`config.mk`:
```
export PLATFORM = sky130hd
export DESIGN_NAME = gnn_0_example_axi_read_master_flat
export DESIGN_NICKNAME = d
export VERILOG_FILES = /design/src/rtl/gnn_0_example_axi_read_master_if.sv /design/src/rtl/gnn_0_example_axi_read_master.sv /design/src/flat_wrapper.sv
export SDC_FILE = /design/constraint.sdc
export NUM_CORES = 1
export LEC_CHECK = 0
export BUFFER_PORTS_ARGS = -buffer_cell sky130_fd_sc_hd__buf_2
export CAP_MARGIN = 20
export CORE_AREA = 2 2 466 468
export DETAILED_ROUTE_END_ITERATION = 8
export DIE_AREA = 0 0 468 470
export SYNTH_ARGS = -nofsm -noshare
export SYNTH_HDL_FRONTEND = slang
export SYNTH_SLANG_ARGS = --single-unit
```
`constraint.sdc`:
```
create_clock -name aclk -period 11.93 [get_ports aclk]
set_input_delay 1.193 -clock aclk [delete_from_list [all_inputs] [get_ports aclk]]
set_output_delay 1.193 -clock aclk [all_outputs]
set_load 0.005 [all_outputs]
```
`src/rtl/gnn_0_example_axi_read_master_if.sv`:
```
// AXI4 read address and read data channels between the read master and memory.
interface gnn_0_example_axi_read_master_if #(
   parameter int ADDR_W = 64,
   parameter int DATA_W = 512
);
   logic              arvalid;
   logic              arready;
   logic [ADDR_W-1:0] araddr;
   logic [7:0]        arlen;
   logic              rvalid;
   logic              rready;
   logic [DATA_W-1:0] rdata;
   logic              rlast;

   modport master (output arvalid, araddr, arlen, rready,
                   input  arready, rvalid, rdata, rlast);
   modport slave  (input  arvalid, araddr, arlen, rready,
                   output arready, rvalid, rdata, rlast);
endinterface

```
`src/rtl/gnn_0_example_axi_read_master.sv`:
```
// Splits one (address, byte length) request into 4 KB-safe AXI4 read bursts and
// forwards the returned beats as a single stream terminated by tlast.
module gnn_0_example_axi_read_master #(
   parameter int C_M_AXI_ADDR_WIDTH = 64,
   parameter int C_M_AXI_DATA_WIDTH = 512,
   parameter int C_XFER_SIZE_WIDTH  = 32,
   parameter int C_MAX_OUTSTANDING  = 4
) (
   input  logic                          aclk,
   input  logic                          areset_n,
   input  logic                          read_start,
   input  logic [C_M_AXI_ADDR_WIDTH-1:0] dram_xfer_start_addr,
   input  logic [C_XFER_SIZE_WIDTH-1:0]  dram_xfer_size_in_bytes,
   output logic                          read_done,
   output logic                          busy,
   gnn_0_example_axi_read_master_if.master m_axi,
   output logic                          data_tvalid,
   input  logic                          data_tready,
   output logic                          data_tlast,
   output logic [C_M_AXI_DATA_WIDTH-1:0] data_tdata
);
   localparam int AW = C_M_AXI_ADDR_WIDTH;
   localparam int BW = C_XFER_SIZE_WIDTH + 1;
   localparam int OW = $clog2(C_MAX_OUTSTANDING + 1);

   typedef enum logic [1:0] {IDLE, ISSUE, DRAIN, DONE} state_t;

   state_t          state_q;
   logic            arvalid_q, busy_q, done_q;
   logic [AW-1:0]   araddr_q, ptr_q, ptr_d, addr_al, burst_bytes;
   logic [7:0]      arlen_q;
   logic [BW-1:0]   ar_rem_q, ar_rem_d, r_rem_q, total_beats;
   logic [OW-1:0]   outst_q, outst_d;
   logic            rready, ar_hs, r_hs, rlast_hs, can_issue;

   // Burst is clipped by the remaining beats and by the distance to the next 4 KB page.
   function automatic logic [6:0] burst_len(input logic [5:0] page_off, input logic [BW-1:0] rem);
      logic [6:0] to_4k;
      to_4k = 7'd64 - {1'b0, page_off};
      burst_len = (rem < BW'(to_4k)) ? rem[6:0] : to_4k;
   endfunction

   always_comb begin
      addr_al     = dram_xfer_start_addr & ~AW'(63);
      total_beats = (BW'(dram_xfer_size_in_bytes) + BW'(63)) >> 6;
      rready      = data_tready & busy_q;
      ar_hs       = arvalid_q & m_axi.arready;
      r_hs        = m_axi.rvalid & rready;
      rlast_hs    = r_hs & m_axi.rlast;
      burst_bytes = (AW'(arlen_q) + AW'(1)) << 6;
      ptr_d       = ptr_q + (ar_hs ? burst_bytes : '0);
      ar_rem_d    = ar_rem_q - (ar_hs ? BW'(arlen_q) + BW'(1) : '0);
      outst_d     = outst_q + OW'(ar_hs) - OW'(rlast_hs);
      can_issue   = (ar_rem_d != '0) && (outst_d < OW'(C_MAX_OUTSTANDING));
   end

   always_ff @(posedge aclk or negedge areset_n) begin
      if (!areset_n) begin
         state_q   <= IDLE;
         arvalid_q <= 1'b0;
         araddr_q  <= '0;
         arlen_q   <= '0;
         ptr_q     <= '0;
         ar_rem_q  <= '0;
         r_rem_q   <= '0;
         outst_q   <= '0;
         busy_q    <= 1'b0;
         done_q    <= 1'b0;
      end else begin
         case (state_q)
            IDLE: begin
               if (read_start) begin
                  ptr_q    <= addr_al;
                  ar_rem_q <= total_beats;
                  r_rem_q  <= total_beats;
                  outst_q  <= '0;
                  busy_q   <= 1'b1;
                  if (total_beats == '0) begin
                     state_q <= DONE;
                  end else begin
                     state_q   <= ISSUE;
                     arvalid_q <= 1'b1;
                     araddr_q  <= addr_al;
                     arlen_q   <= 8'(burst_len(addr_al[11:6], total_beats) - 7'd1);
                  end
               end
            end
            ISSUE, DRAIN: begin
               ptr_q    <= ptr_d;
               ar_rem_q <= ar_rem_d;
               outst_q  <= outst_d;
               if (r_hs) r_rem_q <= r_rem_q - BW'(1);
               // AR fields only move once the current request has been taken.
               if (!arvalid_q || ar_hs) begin
                  arvalid_q <= can_issue;
                  if (can_issue) begin
                     araddr_q <= ptr_d;
                     arlen_q  <= 8'(burst_len(ptr_d[11:6], ar_rem_d) - 7'd1);
                  end
               end
               if (state_q == ISSUE && ar_rem_d == '0) state_q <= DRAIN;
               if (r_hs && r_rem_q == BW'(1)) begin
                  state_q <= DONE;
                  done_q  <= 1'b1;
                  busy_q  <= 1'b0;
               end
            end
            DONE: begin
               // A zero-length request arrives here with done still low and spends one busy cycle first.
               if (!done_q) begin
                  done_q <= 1'b1;
                  busy_q <= 1'b0;
               end else begin
                  done_q  <= 1'b0;
                  state_q <= IDLE;
               end
            end
            default: state_q <= IDLE;
         endcase
      end
   end

   assign m_axi.arvalid = arvalid_q;
   assign m_axi.araddr  = araddr_q;
   assign m_axi.arlen   = arlen_q;
   assign m_axi.rready  = rready;
   assign data_tvalid   = m_axi.rvalid;
   assign data_tdata    = m_axi.rdata;
   assign data_tlast    = m_axi.rvalid && (r_rem_q == BW'(1));
   assign read_done     = done_q;
   assign busy          = busy_q;
endmodule

```
`src/flat_wrapper.sv`:
```
// flat-port wrapper written by rule: the top's interface ports become plain ports
module gnn_0_example_axi_read_master_flat 
#(
   parameter int C_M_AXI_ADDR_WIDTH = 64,
   parameter int C_M_AXI_DATA_WIDTH = 512,
   parameter int C_XFER_SIZE_WIDTH  = 32,
   parameter int C_MAX_OUTSTANDING  = 4
)
  (aclk, areset_n, read_start, dram_xfer_start_addr, dram_xfer_size_in_bytes, read_done, busy, data_tvalid, data_tready, data_tlast, data_tdata, m_axi_arvalid, m_axi_araddr, m_axi_arlen, m_axi_rready, m_axi_arready, m_axi_rvalid, m_axi_rdata, m_axi_rlast);
  gnn_0_example_axi_read_master_if #(.ADDR_W(64), .DATA_W(512)) m_axi_i ();
  input  logic aclk;
  input  logic areset_n;
  input  logic read_start;
  input  logic [C_M_AXI_ADDR_WIDTH-1:0] dram_xfer_start_addr;
  input  logic [C_XFER_SIZE_WIDTH-1:0] dram_xfer_size_in_bytes;
  output logic read_done;
  output logic busy;
  output logic data_tvalid;
  input  logic data_tready;
  output logic data_tlast;
  output logic [C_M_AXI_DATA_WIDTH-1:0] data_tdata;
  output wire logic [$bits(m_axi_i.arvalid)-1:0] m_axi_arvalid;
  output wire logic [$bits(m_axi_i.araddr)-1:0] m_axi_araddr;
  output wire logic [$bits(m_axi_i.arlen)-1:0] m_axi_arlen;
  output wire logic [$bits(m_axi_i.rready)-1:0] m_axi_rready;
  input wire logic [$bits(m_axi_i.arready)-1:0] m_axi_arready;
  input wire logic [$bits(m_axi_i.rvalid)-1:0] m_axi_rvalid;
  input wire logic [$bits(m_axi_i.rdata)-1:0] m_axi_rdata;
  input wire logic [$bits(m_axi_i.rlast)-1:0] m_axi_rlast;
  assign m_axi_arvalid = m_axi_i.arvalid;
  assign m_axi_araddr = m_axi_i.araddr;
  assign m_axi_arlen = m_axi_i.arlen;
  assign m_axi_rready = m_axi_i.rready;
  assign m_axi_i.arready = m_axi_arready;
  assign m_axi_i.rvalid = m_axi_rvalid;
  assign m_axi_i.rdata = m_axi_rdata;
  assign m_axi_i.rlast = m_axi_rlast;
  gnn_0_example_axi_read_master #(.C_M_AXI_ADDR_WIDTH(C_M_AXI_ADDR_WIDTH), .C_M_AXI_DATA_WIDTH(C_M_AXI_DATA_WIDTH), .C_XFER_SIZE_WIDTH(C_XFER_SIZE_WIDTH), .C_MAX_OUTSTANDING(C_MAX_OUTSTANDING)) u_core (.aclk(aclk), .areset_n(areset_n), .read_start(read_start), .dram_xfer_start_addr(dram_xfer_start_addr), .dram_xfer_size_in_bytes(dram_xfer_size_in_bytes), .read_done(read_done), .busy(busy), .m_axi(m_axi_i), .data_tvalid(data_tvalid), .data_tready(data_tready), .data_tlast(data_tlast), .data_tdata(data_tdata));
endmodule
```
Yosys cells after proc, flatten, opt, wreduce, memory -nomap -nowiden
Index checks and enable logic that the tools add are counted.
{"block": "classes", "order_cmp": 3, "n_mux": 39, "n_eq_ne": 13, "reduce_logical": 20, "addsub": 12, "n_bitwise": 4}
{"cell": "$mux W64", "count": 6}
{"cell": "$pmux W64 S2", "count": 2}
{"cell": "$pmux W33 S2", "count": 2}
{"cell": "$mux W33", "count": 3}
{"cell": "$logic_not A33 Y1", "count": 2}
{"cell": "$add A64 B64 Y64", "count": 1}
{"cell": "$add A32 B6 Y33 const B", "count": 1}
{"cell": "$eq A33 B1 Y1 const B", "count": 1}
{"cell": "$lt A33 B7 Y1", "count": 1}
{"cell": "$reduce_bool A33 Y1", "count": 1}
{"cell": "$sub A33 B1 Y33 const B", "count": 1}
{"cell": "$sub A33 B33 Y33", "count": 1}
{"cell": "$mux W8", "count": 4}
{"cell": "$lt A27 B7 Y1", "count": 1}
{"cell": "$add A8 B1 Y9 const B", "count": 2}
{"cell": "$pmux W8 S2", "count": 1}
{"cell": "$sub A7 B1 Y8 const B", "count": 2}
{"cell": "$mux W7", "count": 2}
{"cell": "$sub A7 B6 Y7 const A", "count": 2}
{"cell": "$mux W2", "count": 5}
{"cell": "$ne A2 B1 Y1 const B", "count": 5}
{"cell": "$reduce_and A3 Y1", "count": 3}
{"cell": "$mux W1", "count": 8}
{"cell": "$ne A2 B2 Y1 const B", "count": 3}
{"cell": "21 further kinds", "count": 31}
{"block": "totals", "out_inout_bits": 590, "ff_bits": 210, "word_cells": 101, "input_bits": 615}

Longest topological paths before layout
{"block": "logic_depth", "word_depth": 10, "depth_mapped": 23, "ltp_nobuf": 22}

Worst setup path before layout
OpenSTA, ideal clock, no wires.
{"block": "synth_timing", "path_type": "input-to-reg", "startpoint": "input port m_axi_arready", "endpoint": "register u_core.arlen_q[4] (netlist: u_core.m_axi.arlen[4])", "path_buffers": 1, "stages": 22, "setup_ps": 83, "path_slack_ps": 6873, "arrival_time_ps": 4975, "path_cell_list": "nand2_1 inv_1 nand2_1 fa_1 nor2b_1 o21ai_0 a21boi_0 nor2_1 nor3_1 xor2_1 ha_1 a21o_1 a21oi_1 o21a_1 o2111ai_4 or2_1 buf_2 o311ai_2 ha_1 nand3_1 xnor2_1 o21ai_0"}
{"block": "synth_between", "elab_chain_cells": 10}
{"item": "start, declared", "line": "flat_wrapper.sv:26", "rtl": "input wire logic [$bits(m_axi_i.arready)-1:0] m_axi_arready;"}
{"item": "$and A1 B1 Y1 *", "line": "gnn_0_example_axi_read_master.sv:47", "rtl": "ar_hs = arvalid_q & m_axi.arready;"}
{"item": "$mux W64", "line": "gnn_0_example_axi_read_master.sv:51", "rtl": "ptr_d = ptr_q + (ar_hs ? burst_bytes : '0);"}
{"item": "$add A64 B64 Y64", "line": "gnn_0_example_axi_read_master.sv:51"}
{"item": "$sub A7 B6 Y7", "line": "gnn_0_example_axi_read_master.sv:39", "rtl": "to_4k = 7'd64 - {1'b0, page_off};"}
{"item": "$lt A33 B7 Y1", "line": "gnn_0_example_axi_read_master.sv:40", "rtl": "burst_len = (rem < BW'(to_4k)) ? rem[6:0] : to_4k;"}
{"item": "$mux W7", "line": "gnn_0_example_axi_read_master.sv:40"}
{"item": "$sub A7 B1 Y8", "line": "gnn_0_example_axi_read_master.sv:98", "rtl": "arlen_q <= 8'(burst_len(ptr_d[11:6], ar_rem_d) - 7'd1);"}
{"item": "$mux W8", "line": "gnn_0_example_axi_read_master.sv:96", "rtl": "if (can_issue) begin"}
{"item": "$mux W8", "line": "gnn_0_example_axi_read_master.sv:94", "rtl": "if (!arvalid_q || ar_hs) begin"}
{"item": "$pmux W8 S2", "line": "gnn_0_example_axi_read_master.sv:70", "rtl": "case (state_q)"}
{"item": "end signal, assigned", "line": "gnn_0_example_axi_read_master.sv:84", "rtl": "arlen_q <= 8'(burst_len(addr_al[11:6], total_beats) - 7'd1);"}
{"item": "end signal, assigned", "line": "gnn_0_example_axi_read_master.sv:98"}
{"item": "end, declared", "line": "gnn_0_example_axi_read_master.sv:31", "rtl": "logic [7:0] arlen_q;"}
Mark *: on every way between the ends. The rest lies on a longest branch, timed or not. The select of a mux whose other input is x is not followed.
A chain may end at the register's enable or synchronous reset.

Worst setup path in the final report
{"block": "layout_timing", "startpoint": "input port m_axi_arready", "endpoint": "register u_core.araddr_q[34] (netlist: u_core.m_axi.araddr[34])"}
{"block": "layout_between", "elab_chain_cells": 7}
{"item": "$and A1 B1 Y1 *", "line": "gnn_0_example_axi_read_master.sv:47"}
{"item": "$mux W33 / $add A3 B1 Y3 (equally long branches)", "line": "gnn_0_example_axi_read_master.sv:52, gnn_0_example_axi_read_master.sv:53"}
{"item": "$sub A33 B33 Y33 / $sub A3 B1 Y3 (equally long branches)", "line": "gnn_0_example_axi_read_master.sv:52, gnn_0_example_axi_read_master.sv:53"}
{"item": "$reduce_bool A33 Y1 / $lt A3 B3 Y1 (equally long branches)", "line": "gnn_0_example_axi_read_master.sv:54", "rtl": "can_issue = (ar_rem_d != '0) && (outst_d < OW'(C_MAX_OUTSTANDING));"}
{"item": "$logic_and A1 B1 Y1", "line": "gnn_0_example_axi_read_master.sv:54"}
{"item": "$ne A2 B1 Y1 (no source line)"}
{"item": "$reduce_and A5 Y1 (no source line)"}
{"item": "end signal, assigned", "line": "gnn_0_example_axi_read_master.sv:83", "rtl": "araddr_q <= addr_al;"}
{"item": "end signal, assigned", "line": "gnn_0_example_axi_read_master.sv:97", "rtl": "araddr_q <= ptr_d;"}
{"item": "end, declared", "line": "gnn_0_example_axi_read_master.sv:30", "rtl": "logic [AW-1:0] araddr_q, ptr_q, ptr_d, addr_al, burst_bytes;"}
Marked as above.

==> impl_metrics.py <==
metrics = {
    "grt": {
        "antenna_found_initial": 5,
        "grt_util_all_layers_pct": 9.22,
        "grt_pass1_vias": 14292,
        "grt_max_degree": 108,
        "grt_pass1_wl_um": 138000,
        "gr-total-overflow": 0,
    },
    "route": {
        "drtPass1Iterations": 6,
        "vias": 14625,
        "wirelength_met1_um": 24300,
        "vias_per_cell": 3.10,
        "ant_nets": 0,
        "routed_wl_um": 107000,
        "wl_met2_um": 48300,
        "drt_iter0_markers": 1331,
        "met3_length_um": 24800,
        "drc": 0,
        "top_layer": "met5",
        "detail_route.wl_per_cell_um": 22.7,
    },
    "clocking": {
        "cts_tree": "built",
        "cts_setup_buffers": 0,
        "clkLatencyLatePin_ns": 0.57,
        "clock-sinks": 210,
        "cts_hold_buf": 0,
        "cts_buffers": 23,
        "h-tree-depth": 1,
        "root_buffer": "clkbuf_16",
        "cts_buffer_depth": 3,
        "cts_resized": 0,
        "clk_pin_slew_ns": 0.06,
    },
    "place": {
        "placedInstanceArea_um2": 18500,
        "hpwlAfterDp_um": 90400,
        "dpl.cell_count": 4678,
        "pre_cts_ws_ns": 5.19,
        "place.gp.congestion": 0.852,
        "io_buffers": 174,
    },
    "layout": {
        "nets": 2510,
        "drive_gt1_share_pct": 14.4,
        "nFillCells": 25155,
        "fin_area_um2": 19300,
        "instances_no_fill": 4720,
        "syn_to_final_growth_pct": 6.20,
    },
    "die": {
        "die-area_um2": 220000,
        "die-height_um": 470,
        "die_w_um": 468,
        "initial_utilization_pct": 8.41,
        "rows": 171,
        "fp.coreArea_um2": 216000,
        "io_pins": 1205,
    },
    "critical_path": {
        "worstPathArrival_ns": 6.68,
        "required_ns": 12.39,
        "crit_type": "in2reg",
        "reg2regPathDepth": 15,
        "worstSetupStartpointType": "primary input",
        "cp_max_fo": 88,
        "cp-end-kind": "flop",
    },
    "sta": {
        "drv_slew": 0,
        "hold_viol": 0,
        "setup_viol": 0,
        "setup_tns_ns": 0,
        "finalCritPeriodShare_pct": 52.2,
        "slew_headroom_pct": 33.9,
        "layout_min_cycle_time_ns": 6.23,
        "fmax_mhz": 161,
        "rsz0062_at_grt": "no",
        "fin_skew_ns": 0.0398,
        "holdWs_ns": 0.473,
        "setup_slack_ns": 5.70,
        "tightestPinTransition_ns": 0.991,
    },
    "logic_synthesis": {
        "yosysTopAreaCell": "dfrtp_1",
        "syn_inst": 2242,
        "synth_top_area_share_pct": 29.0,
        "syn_avg_cell_area_um2": 8.09,
        "synth_area_leaders": "dfrtp_1 (29%), buf_4 (21%), nand2_1 (4.3%)",
        "async_reset_ff_share_pct": 100,
        "syn_nets": 2903,
        "synth_cell_type_count": 80,
        "yosysWarnings": 0,
        "ys_seq_area_share_pct": 29.0,
        "syn-cell-area_um2": 18100,
        "synth_ff_type": "dfrtp_1",
        "synth-edff-count": 0,
        "synth-seq-cells": 210,
    },
    "power": {
        "power.density_nw_per_um2": 198,
        "power_leakage_nw": 7.20,
        "irDropWorstVdd_mv": 0.140,
    },
    "run": {
        "cap_violations": 0,
    },
    "min_path": {
        "whs_path_depth": 2,
        "hp-class": "reg2reg",
    },
    "status": {
        "status": "finished clean",
    },
}
## worst max-delay path, stage by stage
cell and delay (ns):
buf_2 0.13, nand2_1 0.12, inv_1 0.25, nand2_1 0.24, fa_1 0.51, a211o_1 0.32
a221o_1 0.47, a211o_1 0.33, xnor2_1 0.13, nor4_1 0.34, nand4_2 0.37, or4_1 0.66
nand3_4 0.38, buf_4 0.75, a211oi_1 0.17, a21o_1 0.22
## cell families (layout without fill, tap and decap cells)
group / Yosys count / after routing / share of synthesized area, %
flip-flops: 210 / 210 / 29.0
multiplexers: 63 / 63 / 3.59
adder cells (fa/ha/maj): 46 / 46 / 3.30
other: 0 / 3 / 0
buffers and inverters: 674 / 295 / 24.9
AND/OR/NAND/NOR: 658 / 658 / 17.3
AO/OA/AOI/OAI: 484 / 484 / 16.7
XOR/XNOR: 107 / 107 / 5.17
## state kept, by name (all words and copies together), names as in the netlist
name / cells
u_core.m_axi.araddr: 64
u_core.ptr_q: 64
u_core.ar_rem_q: 33
u_core.m_axi.arlen: 8
u_core.busy: 1
u_core.outst_q: 3
u_core.m_axi.arvalid: 1
u_core.read_done: 1
u_core.state_q: 2
u_core.r_rem_q: 33
## final timing paths
check | start | end | slack, ns
max reg2reg | u_core.m_axi.arvalid$_DFFE_PN0P_ | u_core.m_axi.araddr[34]$_DFFE_PN0P_ | 6.02
max | m_axi_arready | u_core.m_axi.araddr[34]$_DFFE_PN0P_ | 5.70
min | u_core.m_axi.araddr[5]$_DFFE_PN0P_ | u_core.m_axi.araddr[5]$_DFFE_PN0P_ | 0.47
min in group asynchronous | areset_n | u_core.m_axi.araddr[3]$_DFFE_PN0P_ | 0.71
min reg2reg | u_core.m_axi.araddr[5]$_DFFE_PN0P_ | u_core.m_axi.araddr[5]$_DFFE_PN0P_ | 0.47
max in group asynchronous | areset_n | u_core.busy$_DFFE_PN0P_ | 9.90
## per-stage QoR
stage	util, %	total power, W
floorplan	-	0.00258
global placement	8.57	0.00300
detailed placement	8.57	0.00306
CTS	8.93	0.00385
global route	8.93	0.00412
finish	8.93	0.00382
## placed cells by master (no fill, tap or decap), types with 11 or more instances in the layout
master	count
a211oi_1	14
a21o_1	20
a21oi_1	139
and2_1	24
and3_1	22
buf_2	173
buf_4	15
clkbuf_16	23
dfrtp_1	210
ha_1	42
inv_1	65
mux2_2	13
mux2i_1	46
nand2_1	209
nand2b_1	14
nand3_1	65
nand4_1	19
nor2_1	161
nor3_1	47
nor4_1	24
o211ai_1	11
o21a_1	11
o21ai_0	154
o22ai_1	39
o31ai_1	12
or3_1	17
or4_1	14
xnor2_1	68
xor2_1	39
## area by class of cell
type                    count  area (um^2)  area share [%]
diodes                      3         7.51          0.0390
clock buffers              30          632            3.28
clock inverters             9          138           0.714
inverters                  66          249            1.29
multi-input cells        1358         8400            43.6
flip-flops and latches    210         5260            27.3
well taps                2854         3570            18.5
repair buffers            190         1010            5.26
## cell usage after synthesis, types with 5 or more instances
master       n
a2111oi_0    7
a211oi_1    14
a21o_1      20
a21oi_1    139
a221o_1      5
a222oi_1     5
a22o_1       7
a22oi_1      8
a31oi_1      6
and2_1      25
and3_1      22
and4_1       6
buf_1       13
buf_2       14
buf_4      516
buf_6        5
clkbuf_1    58
dfrtp_1    210
ha_1        43
inv_1       66
mux2_2      13
mux2i_1     46
nand2_1    210
nand2b_1    14
nand3_1     67
nand4_1     19
nor2_1     161
nor3_1      47
nor3b_1      5
nor4_1      24
o2111a_1     6
o2111ai_1    5
o211ai_1    11
o21a_1      11
o21ai_0    154
o22ai_1     39
o31ai_1     12
or2_2        5
or3_1       17
or4_1       14
xnor2_1     68
xor2_1      39
## power by group
group | internal, W | total, W | switching, W
combinational | 0.000742 | 0.00192 | 0.00118
sequential | 0.000935 | 0.00113 | 0.000195
clock | 0.000441 | 0.000768 | 0.000328
## routing by layer
metal  track usage (%)  up-vias
li1                  -     6455
met1              6.26     6737
met2              14.8     1016
met3              8.97      409
met4              7.28        8
met5             0.505        -
Note: power is estimated with default switching activity, not from simulation.
